`config.mk`:
```
export PLATFORM = sky130hd
export DESIGN_NAME = tomasulo_rs_param_flat
export DESIGN_NICKNAME = d
export VERILOG_FILES = /design/src/rtl/tomasulo_rs_param_if.sv /design/src/rtl/tomasulo_rs_param.sv /design/src/flat_wrapper.sv
export SDC_FILE = /design/constraint.sdc
export NUM_CORES = 1
export LEC_CHECK = 0
export CAP_MARGIN = 15
export CORE_MARGIN = 8
export CORE_UTILIZATION = 51
export CTS_BUF_LIST = sky130_fd_sc_hd__clkbuf_16
export CTS_CLUSTER_DIAMETER = 100
export CTS_CLUSTER_SIZE = 28
export DETAILED_ROUTE_END_ITERATION = 16
export PLACE_DENSITY = 0.75
export RECOVER_POWER = 25
export SYNTH_ARGS = -nofsm -noshare
export SYNTH_HDL_FRONTEND = slang
export SYNTH_SLANG_ARGS = --single-unit
```
`constraint.sdc`:
```
create_clock -name clk -period 4.5 [get_ports clk]
set_clock_uncertainty 0.2 [all_clocks]
set_input_delay 0.9 -clock clk [delete_from_list [all_inputs] [get_ports clk]]
set_output_delay 0.9 -clock clk [all_outputs]
set_load 0.005 [all_outputs]
```
`src/rtl/tomasulo_rs_param_if.sv`:
```
// Reservation-station bus bundle.
// Groups the flush, CDB broadcast, dispatch, issue and status signals of
// tomasulo_rs_param.
//   master : drives flush/CDB/dispatch/iss_accept; observes issue and status.
//   slave  : the reservation station itself.
// The parameters must match those of the reservation station it connects to.
interface tomasulo_rs_param_if #(
  parameter int unsigned ENTRIES_N = 4,
  parameter int unsigned W         = 32,
  parameter int unsigned TAG_W     = 4,
  parameter int unsigned OP_W      = 4
);
  localparam int unsigned OCC_W = $clog2(ENTRIES_N + 1);

  logic             flush;
  logic             cdb_vld;
  logic [TAG_W-1:0] cdb_tag;
  logic [W-1:0]     cdb_wdata;

  logic             dis_vld;
  logic             dis_accept;
  logic [OP_W-1:0]  dis_op;
  logic [TAG_W-1:0] dis_tag;
  logic             dis_src1_rdy;
  logic             dis_src0_rdy;
  logic [TAG_W-1:0] dis_src1_tag;
  logic [TAG_W-1:0] dis_src0_tag;
  logic [W-1:0]     dis_src1_data;
  logic [W-1:0]     dis_src0_data;

  logic             iss_vld_r;
  logic             iss_accept;
  logic [OP_W-1:0]  iss_op_r;
  logic [TAG_W-1:0] iss_tag_r;
  logic [W-1:0]     iss_src1_r;
  logic [W-1:0]     iss_src0_r;

  logic [OCC_W-1:0] occ_r;
  logic             full_r;
  logic             empty_r;

  modport master (
    output flush, cdb_vld, cdb_tag, cdb_wdata,
    output dis_vld, dis_op, dis_tag, dis_src1_rdy, dis_src0_rdy,
    output dis_src1_tag, dis_src0_tag, dis_src1_data, dis_src0_data,
    output iss_accept,
    input  dis_accept, iss_vld_r, iss_op_r, iss_tag_r, iss_src1_r, iss_src0_r,
    input  occ_r, full_r, empty_r
  );

  modport slave (
    input  flush, cdb_vld, cdb_tag, cdb_wdata,
    input  dis_vld, dis_op, dis_tag, dis_src1_rdy, dis_src0_rdy,
    input  dis_src1_tag, dis_src0_tag, dis_src1_data, dis_src0_data,
    input  iss_accept,
    output dis_accept, iss_vld_r, iss_op_r, iss_tag_r, iss_src1_r, iss_src0_r,
    output occ_r, full_r, empty_r
  );
endinterface

```
`src/rtl/tomasulo_rs_param.sv`:
```
// Parameterised Tomasulo reservation station with an issue-stage register.
// Instructions dispatch into the lowest free entry, wake up from the CDB
// (including a same-cycle dispatch bypass), and the oldest fully ready entry
// moves into the issue register whenever it is empty or being accepted.
// Ports:
//   clk   : clock, all state on the rising edge
//   rst_n : synchronous active-low reset
//   bus   : tomasulo_rs_param_if.slave (flush, CDB, dispatch, issue, status)
module tomasulo_rs_param #(
  parameter int unsigned ENTRIES_N = 4,
  parameter int unsigned W         = 32,
  parameter int unsigned TAG_W     = 4,
  parameter int unsigned OP_W      = 4
) (
  input logic               clk,
  input logic               rst_n,
  tomasulo_rs_param_if.slave bus
);
  localparam int unsigned IDX_W = $clog2(ENTRIES_N);
  localparam int unsigned OCC_W = $clog2(ENTRIES_N + 1);

  logic [ENTRIES_N-1:0] valid_q, valid_d;
  logic [ENTRIES_N-1:0] s0_rdy_q, s0_rdy_d, s1_rdy_q, s1_rdy_d;
  logic [OP_W-1:0]      op_q      [ENTRIES_N];
  logic [OP_W-1:0]      op_d      [ENTRIES_N];
  logic [TAG_W-1:0]     tag_q     [ENTRIES_N];
  logic [TAG_W-1:0]     tag_d     [ENTRIES_N];
  logic [TAG_W-1:0]     s0_tag_q  [ENTRIES_N];
  logic [TAG_W-1:0]     s0_tag_d  [ENTRIES_N];
  logic [TAG_W-1:0]     s1_tag_q  [ENTRIES_N];
  logic [TAG_W-1:0]     s1_tag_d  [ENTRIES_N];
  logic [W-1:0]         s0_data_q [ENTRIES_N];
  logic [W-1:0]         s0_data_d [ENTRIES_N];
  logic [W-1:0]         s1_data_q [ENTRIES_N];
  logic [W-1:0]         s1_data_d [ENTRIES_N];
  // older_q[j][i] set: entry j was dispatched before entry i.
  logic [ENTRIES_N-1:0] older_q   [ENTRIES_N];
  logic [ENTRIES_N-1:0] older_d   [ENTRIES_N];

  logic [OCC_W-1:0] occ_q, occ_d;
  logic             full_q, full_d, empty_q, empty_d;
  logic             iss_vld_q, iss_vld_d;
  logic [OP_W-1:0]  iss_op_q, iss_op_d;
  logic [TAG_W-1:0] iss_tag_q, iss_tag_d;
  logic [W-1:0]     iss_src0_q, iss_src0_d, iss_src1_q, iss_src1_d;

  logic [ENTRIES_N-1:0] elig, sel_oh;
  logic [IDX_W-1:0]     sel_idx, alloc_idx;
  logic                 dis_fire, xfer;

  assign bus.dis_accept = ~full_q & ~bus.flush;
  assign dis_fire       = bus.dis_vld & bus.dis_accept;

  // Only registered readiness counts: no same-cycle wake-and-select.
  assign elig = valid_q & s0_rdy_q & s1_rdy_q;
  assign xfer = (|elig) & (~iss_vld_q | bus.iss_accept) & ~bus.flush;

  always_comb begin
    alloc_idx = '0;
    // Descending scan so the lowest free index is the last one written.
    for (int i = ENTRIES_N - 1; i >= 0; i--) begin
      if (!valid_q[i]) alloc_idx = IDX_W'(i);
    end
  end

  // Oldest eligible entry: eligible and no other eligible entry is older.
  always_comb begin
    sel_oh  = '0;
    sel_idx = '0;
    for (int i = 0; i < ENTRIES_N; i++) begin
      logic blocked;
      blocked = 1'b0;
      for (int j = 0; j < ENTRIES_N; j++) begin
        if (j != i && elig[j] && older_q[j][i]) blocked = 1'b1;
      end
      sel_oh[i] = elig[i] & ~blocked;
    end
    for (int i = 0; i < ENTRIES_N; i++) begin
      if (sel_oh[i]) sel_idx = IDX_W'(i);
    end
  end

  always_comb begin
    valid_d   = valid_q;
    s0_rdy_d  = s0_rdy_q;
    s1_rdy_d  = s1_rdy_q;
    op_d      = op_q;
    tag_d     = tag_q;
    s0_tag_d  = s0_tag_q;
    s1_tag_d  = s1_tag_q;
    s0_data_d = s0_data_q;
    s1_data_d = s1_data_q;
    older_d   = older_q;

    for (int i = 0; i < ENTRIES_N; i++) begin
      if (bus.cdb_vld && valid_q[i] && !s0_rdy_q[i] && s0_tag_q[i] == bus.cdb_tag) begin
        s0_rdy_d[i]  = 1'b1;
        s0_data_d[i] = bus.cdb_wdata;
      end
      if (bus.cdb_vld && valid_q[i] && !s1_rdy_q[i] && s1_tag_q[i] == bus.cdb_tag) begin
        s1_rdy_d[i]  = 1'b1;
        s1_data_d[i] = bus.cdb_wdata;
      end
    end

    if (xfer) valid_d[sel_idx] = 1'b0;

    if (dis_fire) begin
      valid_d[alloc_idx]  = 1'b1;
      op_d[alloc_idx]     = bus.dis_op;
      tag_d[alloc_idx]    = bus.dis_tag;
      s0_tag_d[alloc_idx] = bus.dis_src0_tag;
      s1_tag_d[alloc_idx] = bus.dis_src1_tag;
      if (bus.dis_src0_rdy) begin
        s0_rdy_d[alloc_idx]  = 1'b1;
        s0_data_d[alloc_idx] = bus.dis_src0_data;
      end else begin
        // Bypass a broadcast that lands in the dispatch cycle.
        s0_rdy_d[alloc_idx]  = bus.cdb_vld && (bus.dis_src0_tag == bus.cdb_tag);
        s0_data_d[alloc_idx] = bus.cdb_wdata;
      end
      if (bus.dis_src1_rdy) begin
        s1_rdy_d[alloc_idx]  = 1'b1;
        s1_data_d[alloc_idx] = bus.dis_src1_data;
      end else begin
        s1_rdy_d[alloc_idx]  = bus.cdb_vld && (bus.dis_src1_tag == bus.cdb_tag);
        s1_data_d[alloc_idx] = bus.cdb_wdata;
      end
      // New entry is younger than every other entry.
      older_d[alloc_idx] = '0;
      for (int j = 0; j < ENTRIES_N; j++) begin
        if (IDX_W'(j) != alloc_idx) older_d[j][alloc_idx] = 1'b1;
      end
    end

    if (bus.flush) begin
      valid_d = '0;
      for (int j = 0; j < ENTRIES_N; j++) older_d[j] = '0;
    end
  end

  always_comb begin
    iss_vld_d  = iss_vld_q;
    iss_op_d   = iss_op_q;
    iss_tag_d  = iss_tag_q;
    iss_src0_d = iss_src0_q;
    iss_src1_d = iss_src1_q;
    if (xfer) begin
      iss_vld_d  = 1'b1;
      iss_op_d   = op_q[sel_idx];
      iss_tag_d  = tag_q[sel_idx];
      iss_src0_d = s0_data_q[sel_idx];
      iss_src1_d = s1_data_q[sel_idx];
    end else if (bus.iss_accept) begin
      iss_vld_d = 1'b0;
    end
    if (bus.flush) iss_vld_d = 1'b0;

    case ({dis_fire, xfer})
      2'b10:   occ_d = occ_q + OCC_W'(1);
      2'b01:   occ_d = occ_q - OCC_W'(1);
      default: occ_d = occ_q;
    endcase
    if (bus.flush) occ_d = '0;

    full_d  = (occ_d == OCC_W'(ENTRIES_N));
    empty_d = (occ_d == '0) && !iss_vld_d;
  end

  always_ff @(posedge clk) begin
    if (!rst_n) begin
      valid_q   <= '0;
      iss_vld_q <= 1'b0;
      occ_q     <= '0;
      full_q    <= 1'b0;
      empty_q   <= 1'b1;
      for (int j = 0; j < ENTRIES_N; j++) older_q[j] <= '0;
    end else begin
      valid_q   <= valid_d;
      iss_vld_q <= iss_vld_d;
      occ_q     <= occ_d;
      full_q    <= full_d;
      empty_q   <= empty_d;
      older_q   <= older_d;
    end
  end

  // Payloads are only meaningful under a valid bit, so they carry no reset.
  always_ff @(posedge clk) begin
    s0_rdy_q   <= s0_rdy_d;
    s1_rdy_q   <= s1_rdy_d;
    op_q       <= op_d;
    tag_q      <= tag_d;
    s0_tag_q   <= s0_tag_d;
    s1_tag_q   <= s1_tag_d;
    s0_data_q  <= s0_data_d;
    s1_data_q  <= s1_data_d;
    iss_op_q   <= iss_op_d;
    iss_tag_q  <= iss_tag_d;
    iss_src0_q <= iss_src0_d;
    iss_src1_q <= iss_src1_d;
  end

  assign bus.iss_vld_r  = iss_vld_q;
  assign bus.iss_op_r   = iss_op_q;
  assign bus.iss_tag_r  = iss_tag_q;
  assign bus.iss_src0_r = iss_src0_q;
  assign bus.iss_src1_r = iss_src1_q;
  assign bus.occ_r      = occ_q;
  assign bus.full_r     = full_q;
  assign bus.empty_r    = empty_q;
endmodule

```
`src/flat_wrapper.sv`:
```
// flat-port wrapper written by rule: the top's interface ports become plain ports
module tomasulo_rs_param_flat 
#(
  parameter int unsigned ENTRIES_N = 4,
  parameter int unsigned W         = 32,
  parameter int unsigned TAG_W     = 4,
  parameter int unsigned OP_W      = 4
)
  (clk, rst_n, bus_flush, bus_cdb_vld, bus_cdb_tag, bus_cdb_wdata, bus_dis_vld, bus_dis_op, bus_dis_tag, bus_dis_src1_rdy, bus_dis_src0_rdy, bus_dis_src1_tag, bus_dis_src0_tag, bus_dis_src1_data, bus_dis_src0_data, bus_iss_accept, bus_dis_accept, bus_iss_vld_r, bus_iss_op_r, bus_iss_tag_r, bus_iss_src1_r, bus_iss_src0_r, bus_occ_r, bus_full_r, bus_empty_r);
  tomasulo_rs_param_if #(.ENTRIES_N(ENTRIES_N), .W(W), .TAG_W(TAG_W), .OP_W(OP_W)) bus_i ();
  input logic clk;
  input logic rst_n;
  input wire logic [$bits(bus_i.flush)-1:0] bus_flush;
  input wire logic [$bits(bus_i.cdb_vld)-1:0] bus_cdb_vld;
  input wire logic [$bits(bus_i.cdb_tag)-1:0] bus_cdb_tag;
  input wire logic [$bits(bus_i.cdb_wdata)-1:0] bus_cdb_wdata;
  input wire logic [$bits(bus_i.dis_vld)-1:0] bus_dis_vld;
  input wire logic [$bits(bus_i.dis_op)-1:0] bus_dis_op;
  input wire logic [$bits(bus_i.dis_tag)-1:0] bus_dis_tag;
  input wire logic [$bits(bus_i.dis_src1_rdy)-1:0] bus_dis_src1_rdy;
  input wire logic [$bits(bus_i.dis_src0_rdy)-1:0] bus_dis_src0_rdy;
  input wire logic [$bits(bus_i.dis_src1_tag)-1:0] bus_dis_src1_tag;
  input wire logic [$bits(bus_i.dis_src0_tag)-1:0] bus_dis_src0_tag;
  input wire logic [$bits(bus_i.dis_src1_data)-1:0] bus_dis_src1_data;
  input wire logic [$bits(bus_i.dis_src0_data)-1:0] bus_dis_src0_data;
  input wire logic [$bits(bus_i.iss_accept)-1:0] bus_iss_accept;
  output wire logic [$bits(bus_i.dis_accept)-1:0] bus_dis_accept;
  output wire logic [$bits(bus_i.iss_vld_r)-1:0] bus_iss_vld_r;
  output wire logic [$bits(bus_i.iss_op_r)-1:0] bus_iss_op_r;
  output wire logic [$bits(bus_i.iss_tag_r)-1:0] bus_iss_tag_r;
  output wire logic [$bits(bus_i.iss_src1_r)-1:0] bus_iss_src1_r;
  output wire logic [$bits(bus_i.iss_src0_r)-1:0] bus_iss_src0_r;
  output wire logic [$bits(bus_i.occ_r)-1:0] bus_occ_r;
  output wire logic [$bits(bus_i.full_r)-1:0] bus_full_r;
  output wire logic [$bits(bus_i.empty_r)-1:0] bus_empty_r;
  assign bus_i.flush = bus_flush;
  assign bus_i.cdb_vld = bus_cdb_vld;
  assign bus_i.cdb_tag = bus_cdb_tag;
  assign bus_i.cdb_wdata = bus_cdb_wdata;
  assign bus_i.dis_vld = bus_dis_vld;
  assign bus_i.dis_op = bus_dis_op;
  assign bus_i.dis_tag = bus_dis_tag;
  assign bus_i.dis_src1_rdy = bus_dis_src1_rdy;
  assign bus_i.dis_src0_rdy = bus_dis_src0_rdy;
  assign bus_i.dis_src1_tag = bus_dis_src1_tag;
  assign bus_i.dis_src0_tag = bus_dis_src0_tag;
  assign bus_i.dis_src1_data = bus_dis_src1_data;
  assign bus_i.dis_src0_data = bus_dis_src0_data;
  assign bus_i.iss_accept = bus_iss_accept;
  assign bus_dis_accept = bus_i.dis_accept;
  assign bus_iss_vld_r = bus_i.iss_vld_r;
  assign bus_iss_op_r = bus_i.iss_op_r;
  assign bus_iss_tag_r = bus_i.iss_tag_r;
  assign bus_iss_src1_r = bus_i.iss_src1_r;
  assign bus_iss_src0_r = bus_i.iss_src0_r;
  assign bus_occ_r = bus_i.occ_r;
  assign bus_full_r = bus_i.full_r;
  assign bus_empty_r = bus_i.empty_r;
  tomasulo_rs_param #(.ENTRIES_N(ENTRIES_N), .W(W), .TAG_W(TAG_W), .OP_W(OP_W)) u_core (.clk(clk), .rst_n(rst_n), .bus(bus_i));
endmodule
```
==> flow_metrics.py, run 1 <==
metrics = {
    "yosys": {
        "synth-main-ff-cell": "dfxtp_1",
        "yosys_register_bits": 419,
        "synth_cell_types": 43,
        "syn_area_per_cell_um2": 11.8,
        "ys_warn_count": 0,
        "syn_nets": 1663,
        "synthArstFlopShare_pct": 0,
        "netlist_area_um2": 18200,
        "seq_area_frac_synth_pct": 53.6,
        "synth_edf_count": 136,
        "syn_inst": 1537,
    },
    "setup_path": {
        "timing.setup.critical_path_class": "in -> reg",
        "cp-end-kind": "flip-flop",
        "cp_max_fo": 33,
        "max_stage_delay_ps": 1380,
        "crit_chain": "dlygate4sd3_1 -> nor2_1 -> and2_0 -> nand3b_1 -> clkinvlp_2 -> clkbuf_1 -> o22ai_1",
        "start_kind": "input pin",
        "worstPathArrival_ps": 3870,
        "crit_family": "buffers and inverters",
        "cp.buffers_inverters": 3,
        "required_ps": 4620,
        "slowest_stage": "clkbuf_1",
    },
    "cells_and_area": {
        "fin_util_pct": 59.2,
        "final_area_um2": 20900,
        "syn2layout_area_growth_pct": 15.0,
        "n_antenna_cell": 0,
        "nets": 1748,
        "drive_gt1_share_pct": 8.33,
    },
    "floorplan": {
        "pin_count": 203,
        "rows": 69,
        "die_y_um": 205,
        "core_area_um2": 35300,
        "die_w_um": 205,
        "start_util_pct": 51.5,
        "dieArea_um2": 41900,
    },
    "sta": {
        "relSlewSlack_pct": -29.7,
        "min_period_over_period_pct": 83.3,
        "fin_tns_setup_ps": 0,
        "maxSlewViolCount": 34,
        "final_hold_viol_count": 0,
        "finalCriticalPeriod_ps": 3750,
        "setup_viol": 0,
        "worst_pin_slew_ps": 1950,
        "fmax_mhz": 267,
        "rsz0062_at_grt": "false",
    },
    "drt": {
        "first_pass_iters": 5,
        "num_vias": 13800,
        "antenna_left": 0,
        "via_per_inst": 6.57,
        "drt_iter0_drc": 1267,
        "wl_mm": 53.7,
        "wl_per_cell_um": 25.7,
        "drc": 0,
    },
    "power": {
        "p_int_uw": 5530,
        "power_per_cell_area_nw_per_um2": 350,
        "p_comb_share_pct": 12.6,
        "swShare_pct": 24.4,
        "p_sw_uw": 1780,
        "leakage_uw": 0.00897,
        "irDropWorstVdd_uv": 232,
        "sequentialPowerShare_pct": 60.6,
        "clkPwrFrac_pct": 26.9,
    },
    "clocking": {
        "cts_setup_buffers": 0,
        "htreeDepth": 1,
        "clock_latency_ps": 530,
        "cts_tree": "yes",
        "clock_sinks": 419,
        "cts.clk_slew.worst_paths_ps": 110,
        "cts_buffers": 18,
        "cts_root_buf": "clkbuf_16",
        "cts_hold_buf": 0,
        "cts_buffer_depth": 3,
        "cts_resized": 0,
    },
    "global_route": {
        "grt_max_degree": 81,
        "grt_remaining_overflow": 0,
        "grt_pass1_wl_mm": 82.8,
        "grt_pass1_vias": 14000,
        "antenna_found_initial": 0,
        "grt_util_all_layers_pct": 24.6,
    },
    "outcome": {
        "status": "finished, violations left",
        "violations": "capacitance limit, slew limit",
    },
    "place": {
        "dp_hpwl_mm": 31.6,
        "portBuffers": 202,
        "globalplace.congestion": 0.820,
        "place_area_um2": 20400,
    },
    "hold_path": {
        "hold_path_class": "reg -> reg",
    },
    "job": {
        "max_cap_viol_count": 1,
    },
}
cell usage after synthesis (all sizes together), types with 5 or more instances:
cell type	count	area, µm²
edfxtp	136	4080
dfxtp	283	5670
nand2b	5	31.3
inv	5	18.8
nand4	17	150
mux2	64	721
a221o	72	721
o22ai	256	1600
nor3	14	70.1
nand2	74	278
xor2	15	131
nor2	24	95.1
buf	85	505
mux2i	257	2570
and3	7	53.8
clkbuf	81	305
a21oi	11	55.1
a22oi	9	67.6
a22o	72	631
xnor2	28	245
state kept, by name (all words and copies together) (netlist names), 3 cells and up, named ones only:
name and flops:
u_core.bus.iss_op_r 4, u_core.bus.iss_src0_r 32, u_core.bus.iss_src1_r 32, u_core.bus.iss_tag_r 4
u_core.bus.occ_r 3, u_core.older_q 3, u_core.op_q 16, u_core.s0_data_q 128
u_core.s0_rdy_q 4, u_core.s0_tag_q 16, u_core.s1_data_q 128, u_core.s1_rdy_q 4
u_core.s1_tag_q 16, u_core.tag_q 16, u_core.valid_q 4
stage by stage:
step                      std cells  worst slack [ps]  power, µW  hold slack, ps
after floorplan                1537              20.8       5060             254
after global placement         2063               837       5370             270
after detailed placement       2063               762       5410             281
after CTS                      2094              1290       7330             306
after global routing           2094               597       7570             343
final                          2094               753       7310             305
routing by layer:
metal	share of wire (%)	GRT usage, %
met5	0	0
met4	2.1	6.84
met3	7.5	3.56
met2	49	41.8
met1	41	32.4
kinds of logic (layout without fill, tap and decap cells):
group | Yosys count | in the layout | synth area share (%)
xor+xnor | 43 | 43 | 2.07
fa+ha+maj | 2 | 2 | 0.179
buf+inv | 172 | 268 | 4.58
flops | 419 | 419 | 53.6
mux | 321 | 321 | 18.1
simple gates | 150 | 150 | 4.14
compound gates | 430 | 430 | 17.3
power groups by stage:
stage / combinational, µW / clock (µW) / sequential, µW
final: 918 / 1970 / 4430
after CTS: 916 / 1990 / 4420
after floorplan: 607 / 0 / 4460
after global routing: 988 / 2120 / 4460
after detailed placement: 909 / 0 / 4500
after global placement: 881 / 0 / 4490
final cells by class:
cell class / instances / area [µm²]
Sequential cell: 419 / 9750
Multi-Input combinational cell: 946 / 7700
Fill cell: 2836 / 14400
Clock buffer: 19 / 475
Inverter: 6 / 28.8
Clock inverter: 12 / 58.8
Tap cell: 461 / 577
Timing Repair Buffer: 231 / 2320
final timing paths:
path	slack [ps]	from	endpoint	depth (start not counted)
hold reg to reg	300	flip-flop	flip-flop	2
hold / removal	300	flip-flop	flip-flop	2
setup / recovery	750	bus_flush	u_core.s1_data_q[43]$_DFF_P_	7
setup reg to reg	1200	u_core.valid_q[1]$_SDFF_PP0_	u_core.s1_data_q[43]$_DFF_P_	5
placed cells by master, fill, tap and decap left out, types with 3 or more instances in the layout:
cell / instances
nand4_4: 7
a21oi_1: 11
xnor2_1: 28
and3_1: 4
nand4_1: 10
mux2i_1: 257
edfxtp_1: 136
a22oi_1: 9
inv_1: 13
dlygate4sd3_1: 86
nor3_1: 14
a22o_1: 72
clkbuf_16: 19
buf_4: 19
buf_12: 8
mux2_2: 64
xor2_1: 15
nand2_1: 73
o22ai_1: 256
dfxtp_1: 283
nor2_1: 22
nand2b_1: 4
a211oi_1: 4
clkdlybuf4s50_1: 114
and3_4: 3
a221o_1: 72
worst min-delay path, stage by stage, from the launching register on:
cell and delay (ps):
dfxtp_1 340, a21oi_1 60, nor2_1 70
(Power assumes the default switching activity.)
==> inputs of run 2 (changes only) <==
--- a/config.mk
+++ b/config.mk
@@ -7,12 +7,12 @@
 export LEC_CHECK = 0
 export CAP_MARGIN = 15
 export CORE_MARGIN = 8
-export CORE_UTILIZATION = 51
+export CORE_UTILIZATION = 56
 export CTS_BUF_LIST = sky130_fd_sc_hd__clkbuf_16
 export CTS_CLUSTER_DIAMETER = 100
 export CTS_CLUSTER_SIZE = 28
 export DETAILED_ROUTE_END_ITERATION = 16
-export PLACE_DENSITY = 0.75
+export PLACE_DENSITY = 0.78
 export RECOVER_POWER = 25
 export SYNTH_ARGS = -nofsm -noshare
 export SYNTH_HDL_FRONTEND = slang
==> constraint.sdc (replaced) <==
create_clock -name clk -period 3.5 [get_ports clk]
set_clock_uncertainty 0.2 [all_clocks]
set_input_delay 0.7 -clock clk [delete_from_list [all_inputs] [get_ports clk]]
set_output_delay 0.7 -clock clk [all_outputs]
set_load 0.005 [all_outputs]
==> run 2 against run 1 <==
  * The flow now finishes without violations
  * Sequential cell count unchanged
  * Global-route usage is 2.0 points higher
  * Die area decreased by 8.2%
  * Register-to-register slack lost 750 ps
  * Setup slack worse by 400 ps
  * Via count up 0.55%
  * Cell count about the same
  * Final area up 1.0%
  * Worst hold slack gained 6.8 ps
  * Critical endpoint is now u_core.s0_data_q[116]$_DFF_P_
  * Largest power group unchanged
  * Highest routed layer is now met5
==> flow_metrics.py, run 2 (synthesis results as in run 1) <==
metrics = {
    "sta": {
        "fin_tns_setup_ps": 0,
        "min_period_over_period_pct": 89.8,
        "finalCriticalPeriod_ps": 3140,
        "relSlewSlack_pct": 23.8,
        "maxSlewViolCount": 0,
        "timing.final.ws_setup_ps": 357,
        "worst_pin_slew_ps": 1140,
        "setup_viol": 0,
        "final_hold_viol_count": 0,
        "rsz0062_at_grt": "false",
        "fmax_mhz": 318,
    },
    "drt": {
        "antenna_left": 0,
        "drt_iter0_drc": 1388,
        "drc": 0,
        "wl_mm": 53.1,
        "wl_per_cell_um": 25.4,
        "first_pass_iters": 5,
        "num_vias": 13800,
        "via_per_inst": 6.61,
    },
    "power": {
        "power_per_cell_area_nw_per_um2": 444,
        "irDropWorstVdd_uv": 392,
        "power_uw": 9380,
        "leakage_uw": 0.00909,
    },
    "floorplan": {
        "core_area_um2": 32300,
        "die_w_um": 196,
        "die_y_um": 196,
        "pin_count": 203,
        "start_util_pct": 56.3,
        "rows": 66,
        "dieArea_um2": 38500,
    },
    "place": {
        "pre_cts_slack_ps": 296,
        "globalplace.congestion": 0.812,
        "portBuffers": 202,
        "placed_cells": 2059,
        "dp_hpwl_mm": 30.8,
        "place_area_um2": 20600,
    },
    "cells_and_area": {
        "final_cells": 2092,
        "nets": 1763,
        "final_common_cell": "dfxtp_1",
        "drive_gt1_share_pct": 9.52,
        "fillCellCount": 2453,
        "final_cell_mix": "283 x dfxtp_1, 257 x mux2i_1, 256 x o22ai_1, 136 x edfxtp_1, 109 x clkdlybuf4s50_1",
        "syn2layout_area_growth_pct": 16.2,
        "top_regs": "u_core.s0_data_q (128), u_core.s1_data_q (128)",
        "final_area_um2": 21100,
    },
    "global_route": {
        "grt_pass1_vias": 14200,
        "grt_util_all_layers_pct": 26.6,
        "grt_pass1_wl_mm": 82.0,
        "grt_max_degree": 77,
        "antenna_found_initial": 2,
        "grt_remaining_overflow": 0,
    },
    "setup_path": {
        "worstPathArrival_ps": 3380,
        "max_stage_delay_ps": 920,
        "cp_max_fo": 41,
        "start_kind": "input pin",
        "cp.buffers_inverters": 2,
        "r2r_start": "u_core.valid_q[3]$_SDFF_PP0_",
        "timing.setup.critical_path_class": "in -> reg",
        "crit_family": "buffers and inverters",
        "cp-end-kind": "flip-flop",
        "cp-startpoint": "bus_flush",
        "required_ps": 3740,
        "crit_chain": "dlygate4sd3_1 -> nor2_1 -> and2_0 -> clkbuf_2 -> nand2_1 -> o22ai_1",
        "slowest_stage": "clkbuf_2",
    },
    "clocking": {
        "clock_latency_ps": 530,
        "cts_root_buf": "clkbuf_16",
        "cts_buffer_depth": 3,
        "cts.clk_slew.worst_paths_ps": 120,
        "htreeDepth": 1,
        "clock_sinks": 419,
        "cts_resized": 0,
        "cts_buffers": 18,
        "cts_hold_buf": 0,
        "cts_tree": "yes",
        "cts_setup_buffers": 0,
    },
    "outcome": {
        "status": "completed",
    },
    "hold_path": {
        "hold_path_class": "reg -> reg",
    },
    "job": {
        "max_cap_viol_count": 0,
    },
}
[run 2: worst paths after layout]
kind | endpoint | slack, ps | cells past startpoint
min | flip-flop | 310 | 2
max | u_core.s0_data_q[116]$_DFF_P_ | 360 | 6
min reg2reg | flip-flop | 310 | 2
max reg2reg | u_core.bus.empty_r$_SDFF_PN1_ | 450 | 11
[run 2: through the flow]
stage | hold WS (ps) | util [%]
3_3_place_gp | 274 | 63.8
2_1_floorplan | 254 | -
5_1_grt | 328 | 65.4
6_report | 312 | 65.4
4_1_cts | 311 | 65.5
3_5_place_dp | 281 | 63.8
[run 2: layout make-up]
class                   instances  area (µm²)  share of cell area, %
diodes                          1        2.50                 0.0118
inverters                       6        30.0                  0.142
clock buffers                  19         475                   2.25
multi-input cells             946        7730                   36.6
well taps                     442         553                   2.62
flip-flops and latches        419        9750                   46.2
repair buffers                246        2510                   11.9
clock inverters                13        62.6                  0.296
[run 2: report_power, final]
part	switching (µW)	internal, µW
clock	1490	1040
combinational	548	617
sequential	230	5460
[run 2: tightest hold or removal path: stages, from the launching register on]
cell and delay [ps]:
dfxtp_1 350, a21oi_1 60, nor2_1 70
[run 2: routing by layer]
metal,global-route usage [%],routed length [µm],share of wire (%)
met1,34.2,21600,41
met2,45.0,26000,49
met3,3.87,4070,7.7
met4,9.88,1530,2.9
met5,0,8,0.015
==> inputs of run 3 (changes only) <==
--- a/config.mk
+++ b/config.mk
@@ -12,6 +12,7 @@
 export CTS_CLUSTER_DIAMETER = 100
 export CTS_CLUSTER_SIZE = 28
 export DETAILED_ROUTE_END_ITERATION = 16
+export MAX_ROUTING_LAYER = met4
 export PLACE_DENSITY = 0.78
 export RECOVER_POWER = 25
 export SYNTH_ARGS = -nofsm -noshare
==> run 3 against run 2 <==
  * Utilization did not move
  * Sequential power is essentially flat
  * Setup slack worse by 22 ps
  * Highest routed layer is now met4
==> flow_metrics.py, run 3 (synthesis results as in run 1) <==
metrics = {
    "sta": {
        "setup_viol": 0,
        "min_period_over_period_pct": 90.4,
        "rsz0062_at_grt": "false",
        "maxSlewViolCount": 0,
        "fin_tns_setup_ps": 0,
        "relSlewSlack_pct": 23.3,
        "final_hold_viol_count": 0,
        "worst_pin_slew_ps": 1150,
        "hold_slack_ps": 308,
        "finalCriticalPeriod_ps": 3170,
        "fmax_mhz": 316,
    },
    "setup_path": {
        "crit_end": "u_core.s0_data_q[116]$_DFF_P_",
        "slowest_stage": "clkbuf_2",
        "worstPathArrival_ps": 3410,
        "r2r-end": "u_core.bus.empty_r$_SDFF_PN1_",
        "r2r_start": "u_core.valid_q[3]$_SDFF_PP0_",
        "reg2reg_depth": 11,
        "cp.buffers_inverters": 2,
        "cp.depth": 6,
        "cp_max_fo": 41,
        "required_ps": 3740,
        "crit_chain": "dlygate4sd3_1 -> nor2_1 -> and2_0 -> clkbuf_2 -> nand2_1 -> o22ai_1",
        "start_kind": "input pin",
        "cp-end-kind": "flip-flop",
        "cp-startpoint": "bus_flush",
        "reg2reg_slack_ps": 460,
        "crit_family": "buffers and inverters",
        "timing.setup.critical_path_class": "in -> reg",
        "max_stage_delay_ps": 920,
    },
    "place": {
        "place_area_um2": 20600,
        "placed_cells": 2059,
        "globalplace.congestion": 0.824,
        "portBuffers": 202,
        "dp_hpwl_mm": 30.8,
    },
    "power": {
        "p_int_uw": 7120,
        "power_per_cell_area_nw_per_um2": 445,
        "sequentialPowerShare_pct": 60.6,
        "p_sw_uw": 2270,
        "swShare_pct": 24.2,
        "irDropWorstVdd_uv": 394,
        "p_comb_share_pct": 12.4,
        "clkPwrFrac_pct": 27.0,
        "leakage_uw": 0.00909,
    },
    "floorplan": {
        "die_y_um": 196,
        "pin_count": 203,
        "die_w_um": 196,
        "start_util_pct": 56.3,
        "core_area_um2": 32300,
        "rows": 66,
        "dieArea_um2": 38500,
    },
    "drt": {
        "antenna_left": 0,
        "drc": 0,
        "drt_iter0_drc": 1437,
        "first_pass_iters": 6,
        "via_per_inst": 6.62,
        "wl_per_cell_um": 25.4,
        "num_vias": 13800,
        "wl_mm": 53.2,
    },
    "clocking": {
        "cts_hold_buf": 0,
        "clock_sinks": 419,
        "cts_setup_buffers": 0,
        "cts.clk_slew.worst_paths_ps": 110,
        "cts_resized": 0,
        "clock_latency_ps": 530,
        "cts_root_buf": "clkbuf_16",
        "cts_buffers": 18,
        "cts_buffer_depth": 3,
        "htreeDepth": 1,
        "cts_tree": "yes",
    },
    "cells_and_area": {
        "syn2layout_area_growth_pct": 16.2,
        "nets": 1763,
        "final_cells": 2092,
        "top_regs": "u_core.s0_data_q (128), u_core.s1_data_q (128)",
        "final_common_cell": "dfxtp_1",
        "final_area_um2": 21100,
        "drive_gt1_share_pct": 9.52,
        "fin_util_pct": 65.4,
        "final_cell_mix": "283 x dfxtp_1, 257 x mux2i_1, 256 x o22ai_1, 136 x edfxtp_1, 109 x clkdlybuf4s50_1",
    },
    "global_route": {
        "use_met1_pct": 34.6,
        "use_met3_pct": 3.39,
        "grt_max_degree": 77,
        "grt_pass1_wl_mm": 81.9,
        "grt_util_all_layers_pct": 27.4,
        "antenna_found_initial": 1,
        "grt_busiest_layer": "met2",
        "grt_pass1_vias": 14200,
        "grt_remaining_overflow": 0,
        "met2_usage_pct": 45.0,
    },
    "job": {
        "max_cap_viol_count": 0,
    },
    "outcome": {
        "status": "completed",
    },
    "hold_path": {
        "hold_path_class": "reg -> reg",
    },
}
==> run 3: per-stage QoR <==
| stage | setup WS (ps) | power [µW] |
|---|---|---|
| 4_1_cts | 511 | 9410 |
| 5_1_grt | 226 | 9710 |
| 3_5_place_dp | 296 | 6950 |
| 3_3_place_gp | 389 | 6870 |
| 2_1_floorplan | -185 | 6510 |
| 6_report | 335 | 9390 |
==> run 3: cell type report <==
class                           instances  area [µm²]
Sequential cell                       419        9750
Tap cell                              442         553
Antenna cell                            1        2.50
Clock buffer                           19         475
Inverter                                6        30.0
Timing Repair Buffer                  246        2510
Clock inverter                         13        62.6
Fill cell                            2453       11200
Multi-Input combinational cell        946        7730
==> run 3: power by group through the flow <==
stage / sequential, µW / clock [µW] / combinational, µW
after CTS: 5680 / 2560 / 1160
after floorplan: 5730 / 0 / 784
after global placement: 5760 / 0 / 1110
after detailed placement: 5790 / 0 / 1160
final: 5690 / 2530 / 1160
after global routing: 5730 / 2720 / 1260
==> run 3: worst register-to-register path, stage by stage (launching register included) <==
cell	delay, ps
dfxtp_1	410
and3_4	250
nor4_2	440
or3b_4	220
clkinvlp_4	100
ha_1	230
fa_2	350
xnor2_1	150
nor2_1	80
xnor2_1	230
nor2_1	80
nor4_1	200
==> run 3: worst min-delay path by stage <==
stage,from,end,slack (ps),cells past startpoint
final,flip-flop,flip-flop,310,2
after global routing,flip-flop,flip-flop,330,2
after CTS,flip-flop,flip-flop,310,2
after detailed placement,flip-flop,flip-flop,280,2
after global placement,u_core.older_q[15]$_SDFFE_PP0N_,u_core.older_q[15]$_SDFFE_PP0N_,270,2
after floorplan,flip-flop,flip-flop,250,2
==> run 3: layer usage <==
layer	vias up	routed length [µm]
met5	-	0
met2	689	26100
li1	6165	-
met4	0	1480
met3	104	3890
met1	6882	21700
